## src/rtl/seq_divider_pkg.sv

```systemverilog
// Shared constants for the sequential restoring divider: width, FSM encodings
// and iteration counter width.
`ifndef SEQ_DIVIDER_PKG_SV
`define SEQ_DIVIDER_PKG_SV

package seq_divider_pkg;

    localparam int DIV_WIDTH = 32;
    localparam int CNT_W     = $clog2(DIV_WIDTH);

    localparam logic [1:0] S_IDLE = 2'd0;
    localparam logic [1:0] S_RUN  = 2'd1;
    localparam logic [1:0] S_DONE = 2'd2;

endpackage

`endif

```

## src/rtl/seq_divider_adder.sv

```systemverilog
// 32-bit ripple-carry adder; the divider uses it as a trial subtractor by
// feeding the inverted divisor with carry-in tied high.
module seq_divider_adder #(
    parameter int W = 32
) (
    input  logic [W-1:0] i_a,
    input  logic [W-1:0] i_b,
    input  logic         i_cin,
    output logic [W-1:0] o_sum,
    output logic         o_cout
);

    logic [W:0] carry;

    assign carry[0] = i_cin;

    for (genvar i = 0; i < W; i++) begin : g_bit
        assign o_sum[i]     = i_a[i] ^ i_b[i] ^ carry[i];
        assign carry[i + 1] = (i_a[i] & i_b[i]) | (carry[i] & (i_a[i] ^ i_b[i]));
    end

    assign o_cout = carry[W];

endmodule

```

## src/rtl/seq_divider.sv

```systemverilog
// Multi-cycle unsigned restoring divider: one quotient bit per clock,
// start/done handshake, divide-by-zero short-circuits straight to DONE.
module seq_divider
    import seq_divider_pkg::*;
#(
    parameter int WIDTH = DIV_WIDTH
) (
    input  logic             i_clk,
    input  logic             i_rst_n,
    input  logic             i_start,
    input  logic [WIDTH-1:0] i_dividend,
    input  logic [WIDTH-1:0] i_divisor,
    output logic             o_busy,
    output logic             o_done,
    output logic [WIDTH-1:0] o_quotient,
    output logic [WIDTH-1:0] o_remainder,
    output logic             o_div_by_zero
);

    logic [1:0]       state;
    logic [CNT_W-1:0] count;
    logic [WIDTH-1:0] rem;
    logic [WIDTH-1:0] quo;
    logic [WIDTH-1:0] dvsr;

    logic [WIDTH-1:0] rem_sh;
    logic [WIDTH-1:0] dvsr_n;
    logic [WIDTH-1:0] diff;
    logic [WIDTH-1:0] rem_next;
    logic [WIDTH-1:0] quo_next;
    logic             carry_out;
    logic             cout;
    logic             ok;
    logic             last_step;

    // Shift out of rem's MSB is the (WIDTH+1)th bit of the partial remainder;
    // when set, the trial subtraction can never borrow.
    assign carry_out = rem[WIDTH-1];
    assign rem_sh    = {rem[WIDTH-2:0], quo[WIDTH-1]};
    assign dvsr_n    = ~dvsr;

    seq_divider_adder #(
        .W (WIDTH)
    ) u_sub (
        .i_a    (rem_sh),
        .i_b    (dvsr_n),
        .i_cin  (1'b1),
        .o_sum  (diff),
        .o_cout (cout)
    );

    assign ok        = carry_out | cout;
    assign rem_next  = ok ? diff : rem_sh;
    assign quo_next  = {quo[WIDTH-2:0], ok};
    assign last_step = (count == CNT_W'(WIDTH - 1));

    assign o_busy = (state == S_RUN);
    assign o_done = (state == S_DONE);

    always_ff @(posedge i_clk or negedge i_rst_n) begin
        if (!i_rst_n) begin
            state         <= S_IDLE;
            count         <= '0;
            rem           <= '0;
            quo           <= '0;
            dvsr          <= '0;
            o_quotient    <= '0;
            o_remainder   <= '0;
            o_div_by_zero <= 1'b0;
        end else begin
            case (state)
                // DONE accepts a new start exactly like IDLE so back-to-back
                // operations lose no cycle.
                S_IDLE, S_DONE: begin
                    if (i_start) begin
                        dvsr          <= i_divisor;
                        o_div_by_zero <= 1'b0;
                        if (i_divisor != '0) begin
                            rem   <= '0;
                            quo   <= i_dividend;
                            count <= '0;
                            state <= S_RUN;
                        end else begin
                            o_quotient    <= '1;
                            o_remainder   <= i_dividend;
                            o_div_by_zero <= 1'b1;
                            state         <= S_DONE;
                        end
                    end else begin
                        state <= S_IDLE;
                    end
                end
                S_RUN: begin
                    rem   <= rem_next;
                    quo   <= quo_next;
                    count <= count + 1'b1;
                    if (last_step) begin
                        o_quotient  <= quo_next;
                        o_remainder <= rem_next;
                        state       <= S_DONE;
                    end
                end
                default: state <= S_IDLE;
            endcase
        end
    end

endmodule

```

## config.mk

```make
export PLATFORM = sky130hd
export DESIGN_NAME = seq_divider
export DESIGN_NICKNAME = d
export VERILOG_FILES = /design/src/rtl/seq_divider_pkg.sv /design/src/rtl/seq_divider_adder.sv /design/src/rtl/seq_divider.sv
export SDC_FILE = /design/constraint.sdc
export NUM_CORES = 1
export LEC_CHECK = 0
export ABC_AREA = 1
export BUFFER_PORTS_ARGS = -buffer_cell sky130_fd_sc_hd__buf_2
export CORE_MARGIN = 2
export CORE_UTILIZATION = 45
export DETAILED_ROUTE_END_ITERATION = 7
export GPL_ROUTABILITY_DRIVEN = 1
export GPL_TIMING_DRIVEN = 1
export PLACE_DENSITY = 0.75
export SLEW_MARGIN = 10
export SYNTH_ARGS = -nofsm -noshare
export SYNTH_HDL_FRONTEND = slang
export SYNTH_SLANG_ARGS = --single-unit
```

## constraint.sdc

```tcl
create_clock -name i_clk -period 13.49 [get_ports i_clk]
set_clock_uncertainty 0.05 [all_clocks]
set_input_delay 0.6745 -clock i_clk [delete_from_list [all_inputs] [get_ports i_clk]]
set_output_delay 0.6745 -clock i_clk [all_outputs]
set_load 0.01 [all_outputs]
```

; ---- After elaboration in Yosys (flattened, before gate mapping)
; Index checks and enable logic that the tools add are counted.
[word_totals]
regBits = 168
out_inout_bits = 67
input_bits = 67
elab_cells = 207
[op_classes]
muxes = 23
n_addsub = 1
n_reduce_logical = 7
n_bitwise = 161
eq_ne = 7
[ops]
columns = cell, n
row1 = $mux 32, 11
row2 = $pmux 32 s2, 4
row3 = $and 1x1->1, 63
row4 = $xor 1x1->1, 63
row5 = $or 1x1->1, 33
row6 = $not 32->32, 1
row7 = $reduce_bool 32->1, 1
row8 = $mux 5, 2
row9 = $pmux 5 s2, 1
row10 = $mux 2, 3
row11 = $ne 2x2->1 const B, 3
row12 = $add 5x1->5 const B, 1
row13 = $eq 5x5->1 const B, 1
row14 = $pmux 2 s2, 1
row15 = $reduce_and 4->1, 1
row16 = $reduce_and 3->1, 1
row17 = $eq 2x1->1 const B, 1
row18 = $eq 2x2->1 const B, 1
row19 = $logic_not 2->1, 1
row20 = $ne 2x1->1 const B, 1
row21 = $reduce_and 2->1, 1
row22 = $reduce_bool 2->1, 1
row23 = $reduce_or 2->1, 1
row24 = $mux 1, 1
row25 = $not 1->1, 1

; ---- Depth between registers and ports, before layout
[logic_depth]
depth_word = 69
ltp_mapped = 41
ltp_nobuf = 40

; ---- By module
; From an unflattened synthesis, not the netlist that was laid out.
[hier_totals]
hier_cells = 1051
hier_area_um2 = 8501.9
[modules_own_cells]
columns = module, seq_area_each_um2, n_inst, cells_each, area_per_inst_um2
row1 = seq_divider, 4204.0, 1, 1009, 7823.8
row2 = seq_divider_adder, 0.0, 1, 42, 678.2

; ---- Least setup slack after synthesis
; OpenSTA, ideal clock, no wires.
[synth_timing]
path_type = flip-flop to flip-flop
start = reg quo[31]
end = reg o_remainder[27]
stages_incl_launch_ff = 41
setup_ps = 117
period_less_slack_ps = 13133
arrival_time_ps = 12966
n_path_buf = 1
path_slack_ps = 357
path_cell_list = dfrtp_1 inv_1 ha_1 fa_1 fa_1 fa_1 fa_1 fa_1 fa_1 fa_1 fa_1 fa_1 fa_1 fa_1 fa_1 fa_1 fa_1 fa_1 [5 not listed] fa_1 fa_1 fa_1 fa_1 fa_1 fa_1 fa_1 fa_1 fa_1 fa_1 fa_1 nand2_1 nor2_2 buf_4 a21oi_1 nand2_1 nand3_1 nand2_1
[synth_via]
elab_chain_len = 68
elab_cells_between_ends = 70
[synth_lines]
columns = element, line
row1 = "start, declared", seq_divider.sv:23  ; logic [WIDTH-1:0] quo;
row2 = "start signal, assigned", seq_divider.sv:80  ; quo <= i_dividend;
row3 = "start signal, assigned", seq_divider.sv:95  ; quo <= quo_next;
row4 = $and 1x1->1 / $xor 1x1->1 (equally long branches), seq_divider_adder.sv:19  ; assign carry[i + 1] = (i_a[i] & i_b[i]) | (carry[i] & (i_a[i] ^ i_b[i]));
row5 = $or 1x1->1 (*), seq_divider_adder.sv:19
row6 = $and 1x1->1 (*), seq_divider_adder.sv:19
row7 = $or 1x1->1 (*), seq_divider_adder.sv:19
row8 = $and 1x1->1 (*), seq_divider_adder.sv:19
row9 = $or 1x1->1 (*), seq_divider_adder.sv:19
row10 = $and 1x1->1 (*), seq_divider_adder.sv:19
row11 = $or 1x1->1 (*), seq_divider_adder.sv:19
row12 = [52 not listed], n/a
row13 = $and 1x1->1, seq_divider_adder.sv:19
row14 = $or 1x1->1, seq_divider_adder.sv:19
row15 = $and 1x1->1, seq_divider_adder.sv:19
row16 = $or 1x1->1, seq_divider_adder.sv:19
row17 = $or 1x1->1, seq_divider.sv:52  ; assign ok = carry_out | cout;
row18 = $mux 32 (*), seq_divider.sv:53  ; assign rem_next = ok ? diff : rem_sh;
row19 = $mux 32 (*), seq_divider.sv:97  ; if (last_step) begin
row20 = $pmux 32 s2 (*), seq_divider.sv:71  ; case (state)
row21 = "end signal, assigned", seq_divider.sv:85  ; o_remainder <= i_dividend;
row22 = "end signal, assigned", seq_divider.sv:99  ; o_remainder <= rem_next;
row23 = "end, declared", seq_divider.sv:16  ; output logic [WIDTH-1:0] o_remainder,
; Mark *: on every way between the ends. The rest lies on a longest branch, timed or not. The select of a mux whose other input is x is not followed.
; A chain may end at the register's enable or synchronous reset.

; ---- Final worst setup path
[layout_timing]
start = reg quo[31]
end = reg o_remainder[18]
[layout_via]
elab_chain_len = 68
elab_cells_between_ends = 70
[layout_lines]
columns = element, line
row1 = $and 1x1->1 / $xor 1x1->1 (equally long branches), seq_divider_adder.sv:19
row2 = $or 1x1->1 (*), seq_divider_adder.sv:19
row3 = $and 1x1->1 (*), seq_divider_adder.sv:19
row4 = $or 1x1->1 (*), seq_divider_adder.sv:19
row5 = $and 1x1->1 (*), seq_divider_adder.sv:19
row6 = $or 1x1->1 (*), seq_divider_adder.sv:19
row7 = $and 1x1->1 (*), seq_divider_adder.sv:19
row8 = $or 1x1->1 (*), seq_divider_adder.sv:19
row9 = [52 not listed], n/a
row10 = $and 1x1->1, seq_divider_adder.sv:19
row11 = $or 1x1->1, seq_divider_adder.sv:19
row12 = $and 1x1->1, seq_divider_adder.sv:19
row13 = $or 1x1->1, seq_divider_adder.sv:19
row14 = $or 1x1->1, seq_divider.sv:52
row15 = $mux 32 (*), seq_divider.sv:53
row16 = $mux 32 (*), seq_divider.sv:97
row17 = $pmux 32 s2 (*), seq_divider.sv:71
; Marks and branches as above.

==> implementation parameters <==
Parameter                              Value

Drt
  Wire length reported by the detailed router ... 22.3 mm
  First DRT Iteration DRCs ... 709
  Final routed wire length divided by cell count ... 15.9 um
  Post-route DRC ... 0
  Initial DRT Pass Iterations ... 5
  Via total after detailed routing ... 7281
  Post-DR vias/cell ... 5.19
  Count of antenna-violating nets left after detailed routing ... 0

Critical path
  Cell with the largest stage delay on the worst path ... fa_1
  Worst Setup Start Kind ... flip-flop
  Critical Path Fanout Max ... 11
  Worst-case register-to-register setup slack ... 0.31 ns
  Critical path startpoint ... quo[31]$_DFFE_PN0P_
  Largest stage delay, worst path ... 0.40 ns
  CP Capture Type ... flip-flop
  Capture point of the critical path ... o_remainder[18]$_DFFE_PN0P_
  Endpoint required time on the critical path ... 13.76 ns
  Worst setup path class ... flip-flop to flip-flop
  Worst endpoint data arrival time ... 13.46 ns
  Most used cell, CP ... fa_2
  Critical register-to-register path startpoint ... quo[31]$_DFFE_PN0P_
  Reg2Reg Capture Point ... o_remainder[18]$_DFFE_PN0P_
  R2R cell count ... 40

Yosys
  Post-synthesis sequential area ratio ... 0.500
  Synth area leaders ... dfrtp_1 (50%), nand2_1 (20%), nand3_1 (8.1%)
  Synth warn ... 0
  Most frequent cell after synthesis ... nand2_1
  Post-synthesis cell type count ... 21
  Count of flip-flops with a built-in enable after synthesis ... 0
  Largest area contributor in the synthesized netlist ... dfrtp_1
  Synthesized instance count ... 1037
  Mean instance size in the synthesized netlist ... 8.11 um^2
  Share of synthesized registers carrying an async set or reset ... 1.00
  Multiplexer area fraction after synthesis ... 0
  Compound-cell area share of the yosys netlist ... 0.0439
  Basic-gate share of the synthesized area counting and, or, nand and nor cells ... 0.302
  Post-Synth XOR/XNOR Area ... 0
  Net Count, Synth ... 1138
  Post-synth top area share ... 0.500
  Summed instance area of the synthesized netlist ... 0.00841 mm^2
  Number of synthesized register bits ... 168
  Most instantiated cells after synthesis ... nand2_1 (438), dfrtp_1 (168), nand3_1 (136)
  Combinational family with the most area after synthesis ... simple AND/OR/NAND/NOR gates
  Main synth FF type ... dfrtp_1
  Area share of fa/ha/maj cells after synthesis ... 0.0783

Global routing
  Total congestion overflow ... 0
  Global routing usage on met3 ... 0.0462
  Maximum number of pins on one net before global-route repair ... 108
  Total global routing track utilization ... 0.235
  Met1 demand-to-capacity share in global routing ... 0.344
  Global-route wire length before repair ... 37.1 mm
  Met2 global-route usage ... 0.348
  Vias in the first global route ... 7060
  Busiest layer in global routing ... met2
  Antenna violations before repair ... 0

Floorplanning
  Ports placed on the boundary ... 134
  Full die area ... 0.0198 mm^2
  Horizontal die dimension ... 141 um
  Core Footprint ... 0.0181 mm^2
  Vertical die dimension ... 141 um
  Rows ... 49
  Effective utilization at floorplan ... 0.463

Clock network
  Clock buffer depth ... 2
  Number of clock sinks ... 168
  Source-to-sink clock delay at the later pin of the worst-skew pair ... 0.43 ns
  Count of H-tree levels built during CTS ... 4
  Clock tree from TritonCTS ... built
  Buffer cell driving the clock tree root ... clkbuf_16
  Clock-pin slew on the worst setup and hold paths ... 0.07 ns
  Number of buffers created by CTS ... 17

Pwr
  Overall power of the completed layout ... 3.08 mW
  Maximum vdd ir drop ... 0.167 mV
  Static leakage power ... 5.55 nW
  Reg power frac ... 0.303
  Switching component of the power ... 1.34 mW
  Areal power density over the cells ... 304 mW/mm^2
  Cell internal pwr ... 1.74 mW
  Switching Share ... 0.436
  Combinational power share ... 0.527
  Clock power frac ... 0.171

STA
  Final critical-path required period ... 13.18 ns
  Worst hold-check slack ... 0.318 ns
  Maximum clock frequency ... 75.8 MHz
  Final setup violation count ... 0
  Least-Margin Pin Slew ... 1.03 ns
  Slew headroom ... 0.317
  Period Utilization, post-route ... 0.977
  Final count of pins violating max slew ... 0
  Hold violation total from the final report ... 0

Placement
  Routability Congestion ... 0.852
  Half-perimeter wire length after detailed placement ... 14.3 mm
  Number of I/O port buffers ... 133
  Cell count after placement ... 1370

Final layout
  Antenna diode count ... 0
  Number of nets in the finished design ... 1264
  Final cell count without fillers ... 1404
  Share of cells above drive strength 1 ... 0.198
  Area growth from synthesis to layout ... 20.2%

Min path
  Hold/Removal Path Class ... input port to async pin

Flow run
  Number of max-cap violations ... 0

Outcome
  Run status ... finished, final reports clean
==> layout by cell type, fill, tap and decap left out, drive strengths merged, types with 3 or more instances in the layout <==
cell    synthesis  final
buf            41    168
dfrtp         168    168
clkinv          0      6
nand2         438    438
fa             31     31
nor2           54     54
inv            73     74
nand3         136    136
clkbuf         20     20
bufinv          0      4
a21oi          33     33
ha              3      3
o21ai          37     37
==> metrics by stage <==
step / setup TNS, ns / util / instance area [um^2] / setup slack (ns)
global placement: -1.91 / 0.512 / 9300 / -0.183
CTS: 0 / 0.556 / 10100 / 0.0410
floorplan: 0 / - / 8410 / 0.357
detailed placement: -17.36 / 0.512 / 9300 / -0.437
finish: 0 / 0.557 / 10100 / 0.305
global route: -0.00784 / 0.557 / 10100 / -0.00784
==> cell families (layout without fill, tap and decap cells) <==
kind of cell / after synthesis / after routing
AND/OR/NAND/NOR: 630 / 630
flip-flops: 168 / 168
AO/OA/AOI/OAI: 71 / 71
buffers and inverters: 134 / 272
adder cells (fa/ha/maj): 34 / 34
==> timing repair <==
item	CTS	global route
gates resized for setup	25	8
endpoints found under the setup margin	66	66
hold buffers	0	0
gates cloned	3	0
setup buffers	0	0
pin swaps	4	3
==> worst min-delay path by stage <==
stage                           startpoint                     endpoint  cells after the start
5_1_grt                            i_rst_n   o_quotient[31]$_DFFE_PN0P_                      1
3_5_place_dp   o_remainder[17]$_DFFE_PN0P_  o_remainder[17]$_DFFE_PN0P_                      2
6_report                           i_rst_n   o_quotient[29]$_DFFE_PN0P_                      1
4_1_cts                            i_rst_n   o_quotient[31]$_DFFE_PN0P_                      1
2_1_floorplan                      i_rst_n         count[0]$_DFFE_PN0P_                      0
3_3_place_gp   o_remainder[17]$_DFFE_PN0P_  o_remainder[17]$_DFFE_PN0P_                      2
==> state kept, by name, indices dropped and copies added (netlist names) <==
name / count
dvsr: 32
o_quotient: 32
o_remainder: 32
quo: 32
rem: 32
count: 5
state: 2
o_div_by_zero: 1
==> worst max-delay path, delay by kind of cell (launching register included) <==
| kind | cells | cell delay (ns) |
|---|---|---|
| buffers and inverters | 2 | 0.21 |
| AO/OA/AOI/OAI | 1 | 0.25 |
| flip-flops | 1 | 0.34 |
| adder cells (fa/ha/maj) | 32 | 11.74 |
| AND/OR/NAND/NOR | 5 | 0.46 |
==> power groups by stage <==
stage	Clock (mW)	Sequential, mW	Combinational, mW
2_1_floorplan	0	0.931	0.969
3_5_place_dp	0	0.929	1.48
5_1_grt	0.551	0.959	1.84
3_3_place_gp	0	0.924	1.42
4_1_cts	0.529	0.927	1.59
6_report	0.525	0.932	1.62
==> area by class of cell <==
| type | count | area (um^2) |
|---|---|---|
| fill | 1671 | 8040 |
| sequential | 168 | 4200 |
| multi-input combinational | 735 | 3690 |
| timing repair buffer | 168 | 1020 |
| clock buffer | 20 | 467 |
| tap | 229 | 287 |
| inverter | 73 | 274 |
| clock inverter | 11 | 170 |
==> per-layer routing <==
layer	vias to the layer above	wire [um]	part of all wire
met3	41	1470	0.066
met1	3467	10100	0.45
met5	-	0	0
met4	0	567	0.025
met2	293	10200	0.46
li1	3480	-	-
Note: power is estimated with default switching activity, not from simulation.
